**src/rtl/mem_lsu_if.sv**
```systemverilog
// Pipeline-side and data-memory-side signals of the memory-stage load/store unit.
// master = the LSU itself, slave = pipeline/memory environment driving it.
interface mem_lsu_if;
    logic        valid_in;
    logic [5:0]  OP_code;
    logic [31:0] aluoutpu;
    logic [31:0] B;
    logic        mem_req;
    logic        mem_we;
    logic [31:0] mem_addr;
    logic [31:0] mem_wdata;
    logic [31:0] mem_rdata;
    logic        mem_ack;
    logic [31:0] LMD;
    logic        valid_out;
    logic        stall;
    logic        misalign;
    logic        mem_err;

    modport master (
        input  valid_in, OP_code, aluoutpu, B, mem_rdata, mem_ack,
        output mem_req, mem_we, mem_addr, mem_wdata, LMD, valid_out, stall, misalign, mem_err
    );

    modport slave (
        output valid_in, OP_code, aluoutpu, B, mem_rdata, mem_ack,
        input  mem_req, mem_we, mem_addr, mem_wdata, LMD, valid_out, stall, misalign, mem_err
    );
endinterface

```
**src/rtl/mem_lsu.sv**
```systemverilog
// MEM-stage load/store unit: registered single-beat lw/sw requests, LMD register, pipeline stall.
// Define MEM_LSU_TIMEOUT_EN to abort a request after TIMEOUT cycles without ack (mem_err pulse).
module mem_lsu #(
    parameter int TIMEOUT = 16
) (
    input  logic      clk,
    input  logic      rst_n,
    mem_lsu_if.master bus
);
    // state | meaning
    // IDLE  | waiting for a MEM-stage lw/sw; misaligned ops only pulse misalign
    // REQ   | request outstanding, pipeline frozen until mem_ack
    // DONE  | op complete, valid_out pulse, stall released
    typedef enum logic [1:0] {IDLE, REQ, DONE} state_t;

    localparam logic [5:0] OP_LW = 6'b100011;
    localparam logic [5:0] OP_SW = 6'b101011;

    generate
        if (TIMEOUT < 2) begin : g_bad_timeout
            $error("mem_lsu: TIMEOUT must be at least 2");
        end
    endgenerate

    state_t      state_q;
    logic        mem_req_q;
    logic        mem_we_q;
    logic [31:0] mem_addr_q;
    logic [31:0] mem_wdata_q;
    logic [31:0] lmd_q;
    logic        valid_out_q;
    logic        misalign_q;

    logic is_mem;
    logic aligned;

    assign is_mem  = bus.valid_in && (bus.OP_code == OP_LW || bus.OP_code == OP_SW);
    assign aligned = (bus.aluoutpu[1:0] == 2'b00);

`ifdef MEM_LSU_TIMEOUT_EN
    localparam int CW = $clog2(TIMEOUT);
    logic [CW-1:0] cnt_q;
    logic          mem_err_q;
    logic          timeout_hit;

    assign timeout_hit = (cnt_q == CW'(TIMEOUT - 1));
`endif

    always_ff @(posedge clk or negedge rst_n) begin
        if (!rst_n) begin
            state_q     <= IDLE;
            mem_req_q   <= 1'b0;
            mem_we_q    <= 1'b0;
            mem_addr_q  <= 32'h0;
            mem_wdata_q <= 32'h0;
            lmd_q       <= 32'h0;
            valid_out_q <= 1'b0;
            misalign_q  <= 1'b0;
`ifdef MEM_LSU_TIMEOUT_EN
            cnt_q       <= '0;
            mem_err_q   <= 1'b0;
`endif
        end else begin
            valid_out_q <= 1'b0;
            misalign_q  <= 1'b0;
`ifdef MEM_LSU_TIMEOUT_EN
            mem_err_q   <= 1'b0;
`endif
            case (state_q)
                IDLE: begin
                    if (is_mem && aligned) begin
                        mem_addr_q  <= bus.aluoutpu;
                        mem_wdata_q <= bus.B;
                        mem_we_q    <= (bus.OP_code == OP_SW);
                        mem_req_q   <= 1'b1;
`ifdef MEM_LSU_TIMEOUT_EN
                        cnt_q       <= '0;
`endif
                        state_q     <= REQ;
                    end else if (is_mem) begin
                        misalign_q <= 1'b1;
                    end
                end
                REQ: begin
                    // An ack always wins over a timeout in the same cycle.
                    if (bus.mem_ack) begin
                        if (!mem_we_q) lmd_q <= bus.mem_rdata;
                        mem_req_q   <= 1'b0;
                        valid_out_q <= 1'b1;
                        state_q     <= DONE;
                    end
`ifdef MEM_LSU_TIMEOUT_EN
                    else if (timeout_hit) begin
                        mem_req_q   <= 1'b0;
                        valid_out_q <= 1'b1;
                        mem_err_q   <= 1'b1;
                        state_q     <= DONE;
                    end else begin
                        cnt_q <= cnt_q + 1'b1;
                    end
`endif
                end
                DONE:    state_q <= IDLE;
                default: state_q <= IDLE;
            endcase
        end
    end

    assign bus.mem_req   = mem_req_q;
    assign bus.mem_we    = mem_we_q;
    assign bus.mem_addr  = mem_addr_q;
    assign bus.mem_wdata = mem_wdata_q;
    assign bus.LMD       = lmd_q;
    assign bus.valid_out = valid_out_q;
    assign bus.misalign  = misalign_q;
    assign bus.stall     = (state_q == IDLE && is_mem && aligned) || (state_q == REQ);
`ifdef MEM_LSU_TIMEOUT_EN
    assign bus.mem_err   = mem_err_q;
`else
    assign bus.mem_err   = 1'b0;
`endif
endmodule

```
**src/flat_wrapper.sv**
```systemverilog
// flat-port wrapper written by rule: the top's interface ports become plain ports
module mem_lsu_flat 
#(
    parameter int TIMEOUT = 16
)
  (clk, rst_n, bus_valid_in, bus_OP_code, bus_aluoutpu, bus_B, bus_mem_rdata, bus_mem_ack, bus_mem_req, bus_mem_we, bus_mem_addr, bus_mem_wdata, bus_LMD, bus_valid_out, bus_stall, bus_misalign, bus_mem_err);
  mem_lsu_if bus_i ();
  input  logic clk;
  input  logic rst_n;
  input wire logic [$bits(bus_i.valid_in)-1:0] bus_valid_in;
  input wire logic [$bits(bus_i.OP_code)-1:0] bus_OP_code;
  input wire logic [$bits(bus_i.aluoutpu)-1:0] bus_aluoutpu;
  input wire logic [$bits(bus_i.B)-1:0] bus_B;
  input wire logic [$bits(bus_i.mem_rdata)-1:0] bus_mem_rdata;
  input wire logic [$bits(bus_i.mem_ack)-1:0] bus_mem_ack;
  output wire logic [$bits(bus_i.mem_req)-1:0] bus_mem_req;
  output wire logic [$bits(bus_i.mem_we)-1:0] bus_mem_we;
  output wire logic [$bits(bus_i.mem_addr)-1:0] bus_mem_addr;
  output wire logic [$bits(bus_i.mem_wdata)-1:0] bus_mem_wdata;
  output wire logic [$bits(bus_i.LMD)-1:0] bus_LMD;
  output wire logic [$bits(bus_i.valid_out)-1:0] bus_valid_out;
  output wire logic [$bits(bus_i.stall)-1:0] bus_stall;
  output wire logic [$bits(bus_i.misalign)-1:0] bus_misalign;
  output wire logic [$bits(bus_i.mem_err)-1:0] bus_mem_err;
  assign bus_i.valid_in = bus_valid_in;
  assign bus_i.OP_code = bus_OP_code;
  assign bus_i.aluoutpu = bus_aluoutpu;
  assign bus_i.B = bus_B;
  assign bus_i.mem_rdata = bus_mem_rdata;
  assign bus_i.mem_ack = bus_mem_ack;
  assign bus_mem_req = bus_i.mem_req;
  assign bus_mem_we = bus_i.mem_we;
  assign bus_mem_addr = bus_i.mem_addr;
  assign bus_mem_wdata = bus_i.mem_wdata;
  assign bus_LMD = bus_i.LMD;
  assign bus_valid_out = bus_i.valid_out;
  assign bus_stall = bus_i.stall;
  assign bus_misalign = bus_i.misalign;
  assign bus_mem_err = bus_i.mem_err;
  mem_lsu #(.TIMEOUT(TIMEOUT)) u_core (.clk(clk), .rst_n(rst_n), .bus(bus_i));
endmodule
```
**config.mk**
```make
export PLATFORM = sky130hd
export DESIGN_NAME = mem_lsu_flat
export DESIGN_NICKNAME = d
export VERILOG_FILES = /design/src/rtl/mem_lsu_if.sv /design/src/rtl/mem_lsu.sv /design/src/flat_wrapper.sv
export SDC_FILE = /design/constraint.sdc
export NUM_CORES = 1
export LEC_CHECK = 0
export ABC_CLOCK_PERIOD_IN_PS = 1750
export CAP_MARGIN = 20
export CELL_PAD_IN_SITES_DETAIL_PLACEMENT = 1
export CELL_PAD_IN_SITES_GLOBAL_PLACEMENT = 2
export CORE_ASPECT_RATIO = 1.75
export CORE_MARGIN = 2
export CORE_UTILIZATION = 25
export CTS_CLUSTER_DIAMETER = 200
export DETAILED_ROUTE_END_ITERATION = 16
export PLACE_DENSITY = 0.84
export RECOVER_POWER = 50
export SYNTH_ARGS = -nofsm -noshare
export SYNTH_HDL_FRONTEND = slang
export SYNTH_SLANG_ARGS = --single-unit
```
**constraint.sdc**
```tcl
create_clock -name clk -period 1.75 [get_ports clk]
set_input_delay 0.525 -clock clk [delete_from_list [all_inputs] [get_ports clk]]
set_output_delay 0.525 -clock clk [all_outputs]
set_load 0.01 [all_outputs]
```
-- Word-level counts from Yosys, hierarchy flattened
Cells that the tools add are included.
W data, S select, Z words.
- bits in registers: 102
- latch bits: 0
- bits in writable memories: 0
- ROM bits: 0
- output and inout bits: 102
- word-level logic and storage cells: 38
- memories kept: 0
- add/subtract/negate cells: 0
- $mul: 0
- div/mod/pow operators: 0
- $lt $le $gt $ge: 0
- equal/unequal tests: 5
- shift-type cells: 0
- muxes and demuxes: 11
- bitwise operators: 1
- reductions and logical operators: 13
- operators with widths (cell ; count):
    $eq A6 B6 Y1 const B ; 2
    $mux W1 ; 7
    $reduce_and A3 Y1 ; 2
    $logic_and A1 B1 Y1 ; 4
    $logic_not A2 Y1 ; 2
    $mux W2 ; 2
    $pmux W2 S2 ; 1
    $reduce_and A2 Y1 ; 2
    $eq A2 B1 Y1 const B ; 1
    $logic_or A1 B1 Y1 ; 2
    $ne A2 B1 Y1 const B ; 1
    $ne A2 B2 Y1 const B ; 1
    $pmux W1 S2 ; 1
    $reduce_bool A2 Y1 ; 1
    $not A1 Y1 ; 1

-- Logic depth before layout (Yosys ltp)
Gate-level depths: netlist of the first run.
- depth in word-level cells: 6
- depth in mapped cells: 5
- mapped depth without buffers: 3

-- Worst setup path after synthesis of the first run
Ideal clock, no wire load.
- path kind: in2reg
- from: input bus_OP_code[2]
- to: register u_core.mem_addr_q[25] (netlist: u_core.bus.mem_addr[25])
- arrival: 1524 ps
- required time: 1625 ps
- setup slack: 101 ps
- stages: 5
- path buffers: 2
- path through: and4b_1 -> nand4_2 -> buf_6 -> buf_6 -> mux2_4
- longest elaborated chain between the ends: 5
- ends and longest elaborated chain (element ; line ; text):
    from (decl) ; flat_wrapper.sv:11 ; input wire logic [$bits(bus_i.OP_code)-1:0] bus_OP_code;
    $eq A6 B6 Y1 ; mem_lsu.sv:37 ; assign is_mem = bus.valid_in && (bus.OP_code == OP_LW || bus.OP_code == OP_SW);
    $logic_or A1 B1 Y1 * ; mem_lsu.sv:37 ;
    $logic_and A1 B1 Y1 * ; mem_lsu.sv:37 ;
    $logic_and A1 B1 Y1 * ; mem_lsu.sv:71 ; if (is_mem && aligned) begin
    $reduce_and A2 Y1 (no source line) * ; n/a ;
    to (signal assigned) ; mem_lsu.sv:72 ; mem_addr_q <= bus.aluoutpu;
    to (decl) ; mem_lsu.sv:28 ; logic [31:0] mem_addr_q;
Every way passes the cells marked *; elsewhere a longest branch is shown, timed or not.
A chain may end at the register's enable or synchronous reset.

-- Worst setup path in the final report of the first run
- from: input bus_OP_code[2]
- to: output bus_stall
- longest elaborated chain between the ends: 6
- ends and longest elaborated chain (element ; line ; text):
    $eq A6 B6 Y1 ; mem_lsu.sv:37 ;
    $logic_or A1 B1 Y1 * ; mem_lsu.sv:37 ;
    $logic_and A1 B1 Y1 * ; mem_lsu.sv:37 ;
    $logic_and A1 B1 Y1 * (2 in a row) ; mem_lsu.sv:116 ; assign bus.stall = (state_q == IDLE && is_mem && aligned) || (state_q == REQ);
    $logic_or A1 B1 Y1 * ; mem_lsu.sv:116 ;
    to (decl) ; flat_wrapper.sv:22 ; output wire logic [$bits(bus_i.stall)-1:0] bus_stall;
Marked as above.

==> results.json, run 1 <==
{
  "core_um2": 15700,
  "async_flop_share_pct": 100,
  "worst_ep_arrival_time_ns": 1.21,
  "ys.flop_type": "dfrtp_1",
  "p_total_mw": 5.41,
  "met2_usage_pct": 25.5,
  "end_kind": "output pin",
  "clkSinkCount": 102,
  "synth_cells": 229,
  "grt_pass1_vias": 3204,
  "cp.buffers_inverters": 2,
  "wl_mm": 11.3,
  "p_seq_share_pct": 48.8,
  "synth_top_area_cell": "dfrtp_1",
  "fin_skew_ns": 0.0106,
  "nets": 559,
  "grt.busiest_layer": "met2",
  "final_cell_mix": "102 x dfrtp_1, 98 x dlygate4sd2_1, 96 x clkdlybuf4s50_1, 51 x mux2_2, 37 x mux2_4",
  "final_common_cell": "dfrtp_1",
  "ios": 208,
  "drive_above_1_share_pct": 28.2,
  "grt_util_met1_pct": 13.9,
  "sw_frac_of_total_pct": 24.4,
  "dr.pass1.iters": 4,
  "die_h_um": 171,
  "p_switching_mw": 1.32,
  "syn_nets": 335,
  "diodes": 0,
  "die-width_um": 99.3,
  "worst_slew_pin_slew_ns": 1.43,
  "fillCellCount": 1650,
  "synth_area_um2": 3970,
  "slew_headroom_pct": 4.79,
  "post-route-period-util_pct": 99.1,
  "synth_cell_type_count": 22,
  "root_buffer": "clkbuf_16",
  "timing.fmax_ghz": 0.577,
  "grt_max_degree": 35,
  "ys_seq_elements": 102,
  "slew_violations": 0,
  "yosys_warnings": 0,
  "hpwl_mm": 8.81,
  "drtAntennaViolNets": 0,
  "intPower_mw": 4.09,
  "start_kind": "primary input",
  "path_cells": "buf_8, and4b_1, a31oi_1, nor2_1, buf_2",
  "syn_area_per_cell_um2": 17.3,
  "path_max_fanout": 2,
  "ctsHtreeMaxLevel": 3,
  "clkTransAtPathRegs_ns": 0.06,
  "drc_errors": 0,
  "leakage_nw": 3.61,
  "synth_top_area_share_pct": 64.3,
  "cpMaxStageDelayCell": "and4b_1",
  "crit_type": "in -> out",
  "slowest_delay_ns": 0.26,
  "powerDensity_nw_per_um2": 828,
  "track_usage_pct": 13.5,
  "finalWeightedCongestion": 0.710,
  "rows": 61,
  "fin_crit_ns": 1.73,
  "hold_viol_final": 0,
  "clk_latency_ns": 0.34,
  "max_cap_violations": 0,
  "grt_pass1_wl_mm": 17.5,
  "register_area_um2": 2550,
  "routed_via_density": 4.27,
  "status": "finished clean",
  "fin_util_pct": 41.6,
  "place_ws_ns": -0.840,
  "fin_ws_ns": 0.0158,
  "clkPwrFrac_pct": 34.4,
  "combPwrFrac_pct": 16.8,
  "start_util_pct": 25.3,
  "hold_path_class": "reg -> reg",
  "cts_buffers": 9,
  "setup_viol": 0,
  "io_buffers": 206,
  "design.die.area_um2": 16900,
  "synth_edf_count": 0,
  "vias": 2762,
  "synth_top_cells_by_area": "dfrtp_1 64%, mux2_2 14%, mux2_4 14%, mux2_1 2.0%, buf_6 1.4%",
  "worst_ir_drop_vdd_v": 0.000434,
  "clk_path_buf_depth": 2,
  "grt_setup_unrepaired": "yes",
  "avgRoutedWirePerCell_um": 17.5,
  "drt_iter0_markers": 17,
  "ys_seq_area_share_pct": 64.3,
  "path_delay_family": "simple AND/OR/NAND/NOR gates",
  "use_met3_pct": 3.76,
  "cts_tree": "built",
  "antenna_found_initial": 0,
  "multi_input_area_um2": 1340,
  "grt.overflow.total": 0,
  "synthToLayoutAreaGrowth_pct": 64.7,
  "cp.required_ns": 1.22
}
worst reg2reg max path, delay by kind of cell, from the launching register on:
| family | cells | cell delay [ns] |
|---|---|---|
| buffers and inverters | 2 | 0.35 |
| flip-flops | 1 | 0.43 |
| multiplexers | 1 | 0.30 |
| AND/OR/NAND/NOR | 2 | 0.41 |
per-stage QoR:
stage          instances  area (µm²)  setup TNS [ns]  hold slack (ns)
6_report             647        6540               0            0.477
5_1_grt              647        6540          -0.165            0.504
4_1_cts              647        6550         -0.0139           0.0883
3_5_place_dp         629        6410          -42.42            0.465
3_3_place_gp         629        6410          -39.69            0.461
2_1_floorplan        229        3970               0            0.229
power groups by stage:
stage               Combinational (mW)  Clock, mW  Sequential (mW)
finish                           0.909       1.86             2.64
global route                     0.976       2.05             2.67
CTS                              0.937       1.96             2.64
detailed placement                1.07          0             2.69
global placement                  1.05          0             2.68
floorplan                        0.214          0             2.78
cells in the mapped netlist (all sizes together) (2+ instances only):
| master | n |
|---|---|
| nand2 | 2 |
| buf | 11 |
| mux2 | 95 |
| and2 | 2 |
| inv | 2 |
| nor2 | 5 |
| dfrtp | 102 |
cell families after synthesis:
kind of cell | count (synthesis) | synth area share, %
compound gates | 2 | 0.284
flops | 102 | 64.3
buf+inv | 13 | 2.43
other cells | 1 | 0.0945
simple gates | 16 | 2.46
mux | 95 | 30.4
routing by layer:
layer / wire length [µm] / vias up / part of all wire, %
li1: - / 1240 / -
met1: 3790 / 1392 / 33
met2: 6490 / 116 / 57
met3: 821 / 14 / 7.3
met4: 227 / 0 / 2.0
met5: 0 / - / 0
sequential cells by signal (all words and copies together), names as in the netlist:
| signal | cells |
|---|---|
| u_core.state_q | 2 |
| u_core.bus.valid_out | 1 |
| u_core.bus.mem_addr | 32 |
| u_core.bus.LMD | 32 |
| u_core.bus.mem_we | 1 |
| u_core.bus.mem_req | 1 |
| u_core.bus.mem_wdata | 32 |
| u_core.bus.misalign | 1 |
final cells by class:
cell class | instances | share of cell area, %
well taps | 189 | 3.62
clock inverters | 4 | 0.498
flip-flops and latches | 102 | 39.0
multi-input cells | 114 | 20.4
clock buffers | 12 | 3.62
repair buffers | 224 | 32.7
inverters | 2 | 0.115
repair_timing:
item | CTS | global route
gates cloned | 0 | 0
pin swaps | 4 | 2
buffers inserted | 2 | 1
resized for setup | 132 | 4
hold buffers | 0 | 0
endpoints found under the setup margin | 164 | 3
worst paths after layout:
path / start / to / slack (ns) / depth (start not counted)
min: u_core.bus.mem_req / u_core.bus.mem_req / 0.48 / 2
max reg2reg: u_core.state_q[0] / u_core.bus.mem_wdata[28] / 0.16 / 5
max in group asynchronous: rst_n / u_core.bus.mem_wdata[9] / 0.26 / 2
max: bus_OP_code[2] / bus_stall / 0.02 / 5
min in group asynchronous: rst_n / u_core.bus.mem_addr[10] / 0.50 / 1
min reg2reg: u_core.bus.mem_req / u_core.bus.mem_req / 0.48 / 2
No activity file was read; power rests on OpenSTA's default activity.
==> run 2, diff against run 1 <==
GPL_TIMING_DRIVEN = 0   (was default)
==> run 2 against run 1 <==
Setup slack worse by 0.016 ns. Final cell count stayed put. Largest power group unchanged. Fmax shrank 0.89%. Final area is 0.27% lower. Critical path depth unchanged.
==> results.json, run 2 (synthesized netlist as in run 1, its figures left out) <==
{
  "status": "finished clean",
  "drc_errors": 0,
  "p_switching_mw": 1.30,
  "final_cell_mix": "101 x dfrtp_1, 98 x dlygate4sd2_1, 97 x clkdlybuf4s50_1, 51 x mux2_2, 37 x mux2_4",
  "reg2reg_to": "u_core.bus.mem_wdata[8]",
  "finalNonFillerCells": 647,
  "nets": 558,
  "r2r_cells": 5,
  "fin_skew_ns": 0.0104,
  "startpoint": "bus_OP_code[5]",
  "clkSinkCount": 102,
  "post-route-period-util_pct": 100,
  "grt_max_degree": 54,
  "cts_hold_buffers": 0,
  "powerDensity_nw_per_um2": 847,
  "grt_pass1_wl_mm": 17.5,
  "worst_ir_drop_vdd_v": 0.000378,
  "intPower_mw": 4.22,
  "design.die.area_um2": 16900,
  "combPwrFrac_pct": 16.1,
  "die-width_um": 99.3,
  "core_um2": 15700,
  "end_kind": "output pin",
  "clkTransAtPathRegs_ns": 0.07,
  "hold_viol_final": 0,
  "wl_mm": 11.2,
  "ios": 208,
  "slew_violations": 0,
  "sw_frac_of_total_pct": 23.5,
  "leakage_nw": 3.63,
  "dr.pass1.iters": 4,
  "io_buffers": 206,
  "setup_viol": 0,
  "grt_setup_unrepaired": "yes",
  "grt.overflow.total": 0,
  "finalWeightedCongestion": 0.742,
  "fin_util_pct": 41.5,
  "hold_path_class": "in -> async",
  "ctsHtreeMaxLevel": 3,
  "clk_path_buf_depth": 2,
  "start_util_pct": 25.3,
  "timing.fmax_ghz": 0.571,
  "p_seq_share_pct": 47.8,
  "worst_ep_arrival_time_ns": 1.22,
  "rows": 61,
  "met2_usage_pct": 25.4,
  "drt_iter0_markers": 33,
  "die_h_um": 171,
  "dp.cells": 625,
  "grt.busiest_layer": "met2",
  "hpwl_mm": 8.71,
  "final_common_cell": "dfrtp_1",
  "cts_tree": "built",
  "fin_setup_tns_ns": 0,
  "crit_path_end": "bus_stall",
  "start_kind": "primary input",
  "track_usage_pct": 13.4,
  "max_cap_violations": 0,
  "routed_via_density": 4.22,
  "drtAntennaViolNets": 0,
  "use_met3_pct": 4.00,
  "path_max_fanout": 3,
  "cp.required_ns": 1.22,
  "cts_buffers": 9,
  "rrSetupSlack_ns": 0.21,
  "worst_slew_pin_slew_ns": 1.26,
  "drive_above_1_share_pct": 28.7,
  "avgRoutedWirePerCell_um": 17.3,
  "synthToLayoutAreaGrowth_pct": 64.2,
  "slew_headroom_pct": 15.7,
  "vias": 2730,
  "clk_latency_ns": 0.34,
  "grt_util_met1_pct": 13.6,
  "grt_pass1_vias": 3191,
  "antenna_found_initial": 2,
  "clkPwrFrac_pct": 36.0,
  "fin_crit_ns": 1.75,
  "root_buffer": "clkbuf_16",
  "r2r_start": "u_core.state_q[0]",
  "crit_type": "in -> out"
}
==> run 2: changes by cell type in the layout (fill, tap and decap cells not counted), sizes merged, moves of 2 or more <==
cell           previous run  this run
clkdlybuf4s15             2         0
clkbuf                   15        12
dlymetal6s2s              2         5
clkinv                    1         3
==> run 2: layout make-up <==
cell class              instances  area [µm²]
multi-input cells             114        1340
clock inverters                 5        60.1
flip-flops and latches        102        2550
diodes                          1        2.50
clock buffers                  11         233
plain buffers                  11         108
well taps                     189         236
inverters                       2        7.51
fillers                      1669        9200
repair buffers                212        1980
==> run 2: per-layer routing <==
layer	vias up	share of wire, %
met3	12	7.6
met2	113	57
met4	0	1.7
met1	1365	34
met5	-	0
li1	1240	-
==> run 2: what timing repair did <==
item / in CTS / in global routing
setup endpoints to repair: 182 / 28
setup buffers: 4 / 1
pin swaps: 5 / 4
resized for setup: 127 / 8
==> run 2: metrics by stage <==
stage | worst slack [ns] | area [µm²] | hold slack, ns | power, mW
floorplan | 0.101 | 3970 | 0.229 | 2.99
global placement | -3.62 | 6270 | 0.464 | 3.70
detailed placement | -0.820 | 6290 | 0.471 | 3.74
CTS | -0.0379 | 6500 | 0.236 | 5.64
global route | -0.0729 | 6520 | 0.505 | 5.80
finish | 0.000181 | 6520 | 0.452 | 5.52
==> run 2: power groups by stage <==
| stage | combinational (mW) | sequential, mW | clock [mW] |
|---|---|---|---|
| 3_3_place_gp | 1.01 | 2.68 | 0 |
| 6_report | 0.890 | 2.64 | 1.99 |
| 2_1_floorplan | 0.214 | 2.78 | 0 |
| 3_5_place_dp | 1.04 | 2.70 | 0 |
| 4_1_cts | 0.918 | 2.65 | 2.08 |
| 5_1_grt | 0.958 | 2.67 | 2.17 |
==> run 2: worst max-delay path, cell delays in order <==
cell	delay, ns
buf_2	0.11
and4b_2	0.24
a31oi_1	0.17
nor2_1	0.05
buf_2	0.14
==> run 2: how the worst min path moves through the flow <==
stage / cells after the start / from / slack (ns) / end
after floorplan: 0 / rst_n / 0.23 / u_core.bus.LMD[0]
after global placement: 1 / u_core.state_q[1] / 0.46 / u_core.state_q[0]
after detailed placement: 2 / u_core.bus.mem_req / 0.47 / u_core.bus.mem_req
after CTS: 1 / rst_n / 0.24 / u_core.bus.mem_wdata[7]
after global routing: 1 / u_core.bus.LMD[10] / 0.50 / u_core.bus.LMD[10]
final: 1 / rst_n / 0.45 / u_core.bus.mem_addr[8]
==> run 3, diff against run 2 <==
SKIP_LAST_GASP = 1   (was default)
==> run 3 against run 2 <==
Register-to-register slack is essentially flat. Sequential share of layout area is essentially flat. Non-clock buffer count grew 1. Final cell count is the same. Largest cell class unchanged.
==> results.json, run 3 (synthesized netlist as in run 1, its figures left out) <==
{
  "status": "finished clean",
  "p_switching_mw": 1.30,
  "crit_path_end": "u_core.bus.LMD[20]",
  "reg2reg_to": "u_core.bus.mem_wdata[8]",
  "wl_mm": 11.2,
  "grt_setup_unrepaired": "yes",
  "use_met3_pct": 4.00,
  "cp.required_ns": 1.97,
  "dr.pass1.iters": 4,
  "post-route-period-util_pct": 99.9,
  "grt.busiest_layer": "met2",
  "worst_ir_drop_vdd_v": 0.000378,
  "path_max_fanout": 10,
  "setup_viol": 0,
  "ios": 208,
  "routed_via_density": 4.21,
  "combPwrFrac_pct": 16.2,
  "final_cell_mix": "101 x dfrtp_1, 96 x clkdlybuf4s50_1, 96 x dlygate4sd2_1, 51 x mux2_2, 37 x mux2_4",
  "finalWeightedCongestion": 0.742,
  "dp.cells": 625,
  "grt_pass1_vias": 3197,
  "drive_above_1_share_pct": 28.4,
  "worst_ep_arrival_time_ns": 1.97,
  "r2r_start": "u_core.state_q[0]",
  "final_common_cell": "dfrtp_1",
  "synthToLayoutAreaGrowth_pct": 64.3,
  "fin_crit_ns": 1.75,
  "slew_headroom_pct": 12.4,
  "antenna_found_initial": 1,
  "drc_errors": 0,
  "p_seq_share_pct": 47.8,
  "start_kind": "primary input",
  "grt_pass1_wl_mm": 17.5,
  "grt.overflow.total": 0,
  "nets": 559,
  "powerDensity_nw_per_um2": 847,
  "hpwl_mm": 8.71,
  "grt_max_degree": 54,
  "die-width_um": 99.3,
  "clk_latency_ns": 0.34,
  "clk_path_buf_depth": 2,
  "die_h_um": 171,
  "finalNonFillerCells": 647,
  "max_cap_violations": 0,
  "core_um2": 15700,
  "startpoint": "bus_mem_ack",
  "met2_usage_pct": 25.5,
  "start_util_pct": 25.3,
  "avgRoutedWirePerCell_um": 17.2,
  "design.die.area_um2": 16900,
  "cts_tree": "built",
  "io_buffers": 206,
  "hold_path_class": "in -> async",
  "fin_util_pct": 41.5,
  "root_buffer": "clkbuf_16",
  "slew_violations": 0,
  "drtAntennaViolNets": 0,
  "clkPwrFrac_pct": 36.0,
  "cts_buffers": 9,
  "p_total_mw": 5.53,
  "crit_type": "in -> reg",
  "fin_skew_ns": 0.0104,
  "diodes": 0,
  "hold_viol_final": 0,
  "leakage_nw": 3.54,
  "ctsHtreeMaxLevel": 3,
  "fillCellCount": 1667,
  "cts_hold_buffers": 0,
  "sw_frac_of_total_pct": 23.6,
  "track_usage_pct": 13.4,
  "end_kind": "register",
  "rows": 61,
  "clkSinkCount": 102,
  "worst_slew_pin_slew_ns": 1.31,
  "rrSetupSlack_ns": 0.22,
  "vias": 2725,
  "timing.fmax_ghz": 0.572,
  "fin_setup_tns_ns": 0,
  "drt_iter0_markers": 31,
  "intPower_mw": 4.23,
  "r2r_cells": 5,
  "grt_util_met1_pct": 13.7,
  "clkTransAtPathRegs_ns": 0.07
}
## run 3: critical path, cell delays in order
cell and delay (ns):
dlygate4sd3_1 0.56, nand3b_1 0.16, nor2_4 0.20, buf_6 0.18, mux2_2 0.35
## run 3: how the worst min path moves through the flow
stage                                   from                 endpoint
after CTS                              rst_n  u_core.bus.mem_wdata[7]
final                                  rst_n   u_core.bus.mem_addr[8]
after global placement     u_core.state_q[1]        u_core.state_q[0]
after global routing      u_core.bus.LMD[10]       u_core.bus.LMD[10]
after detailed placement  u_core.bus.mem_req       u_core.bus.mem_req
after floorplan                        rst_n        u_core.bus.LMD[0]
## run 3: power by group through the flow
stage / Combinational, mW / Sequential [mW] / Clock [mW]
after detailed placement: 1.04 / 2.70 / 0
final: 0.895 / 2.64 / 1.99
after global placement: 1.01 / 2.68 / 0
after CTS: 0.919 / 2.65 / 2.08
after floorplan: 0.214 / 2.78 / 0
after global routing: 0.963 / 2.67 / 2.17
## run 3: timing repair
item                       4_1_cts  5_1_grt
gates cloned                     0        0
pin swaps                        5        5
setup endpoints to repair      182       28
buffers inserted                 4        2
gates resized for setup        123       14
## run 3: metal layers
metal | vias to the layer above | routed length (µm)
li1 | 1239 | -
met1 | 1361 | 3750
met2 | 113 | 6380
met3 | 12 | 838
met4 | 0 | 191
met5 | - | 0
## run 3: final cells by class
class | instances | area (µm²) | share of cell area (%)
multi-input combinational | 114 | 1340 | 20.6
sequential | 102 | 2550 | 39.1
buffer | 11 | 108 | 1.65
inverter | 2 | 7.51 | 0.115
timing repair buffer | 213 | 1980 | 30.4
clock inverter | 5 | 60.1 | 0.921
clock buffer | 11 | 233 | 3.57
tap | 189 | 236 | 3.62
## run 3: per-stage QoR
stage	setup slack, ns	hold slack [ns]	instance area (µm²)
final	0.00201	0.474	6520
after global routing	-0.0565	0.505	6520
after CTS	-0.115	0.236	6520
after detailed placement	-0.820	0.471	6290
after global placement	-3.62	0.464	6270
after floorplan	0.101	0.229	3970
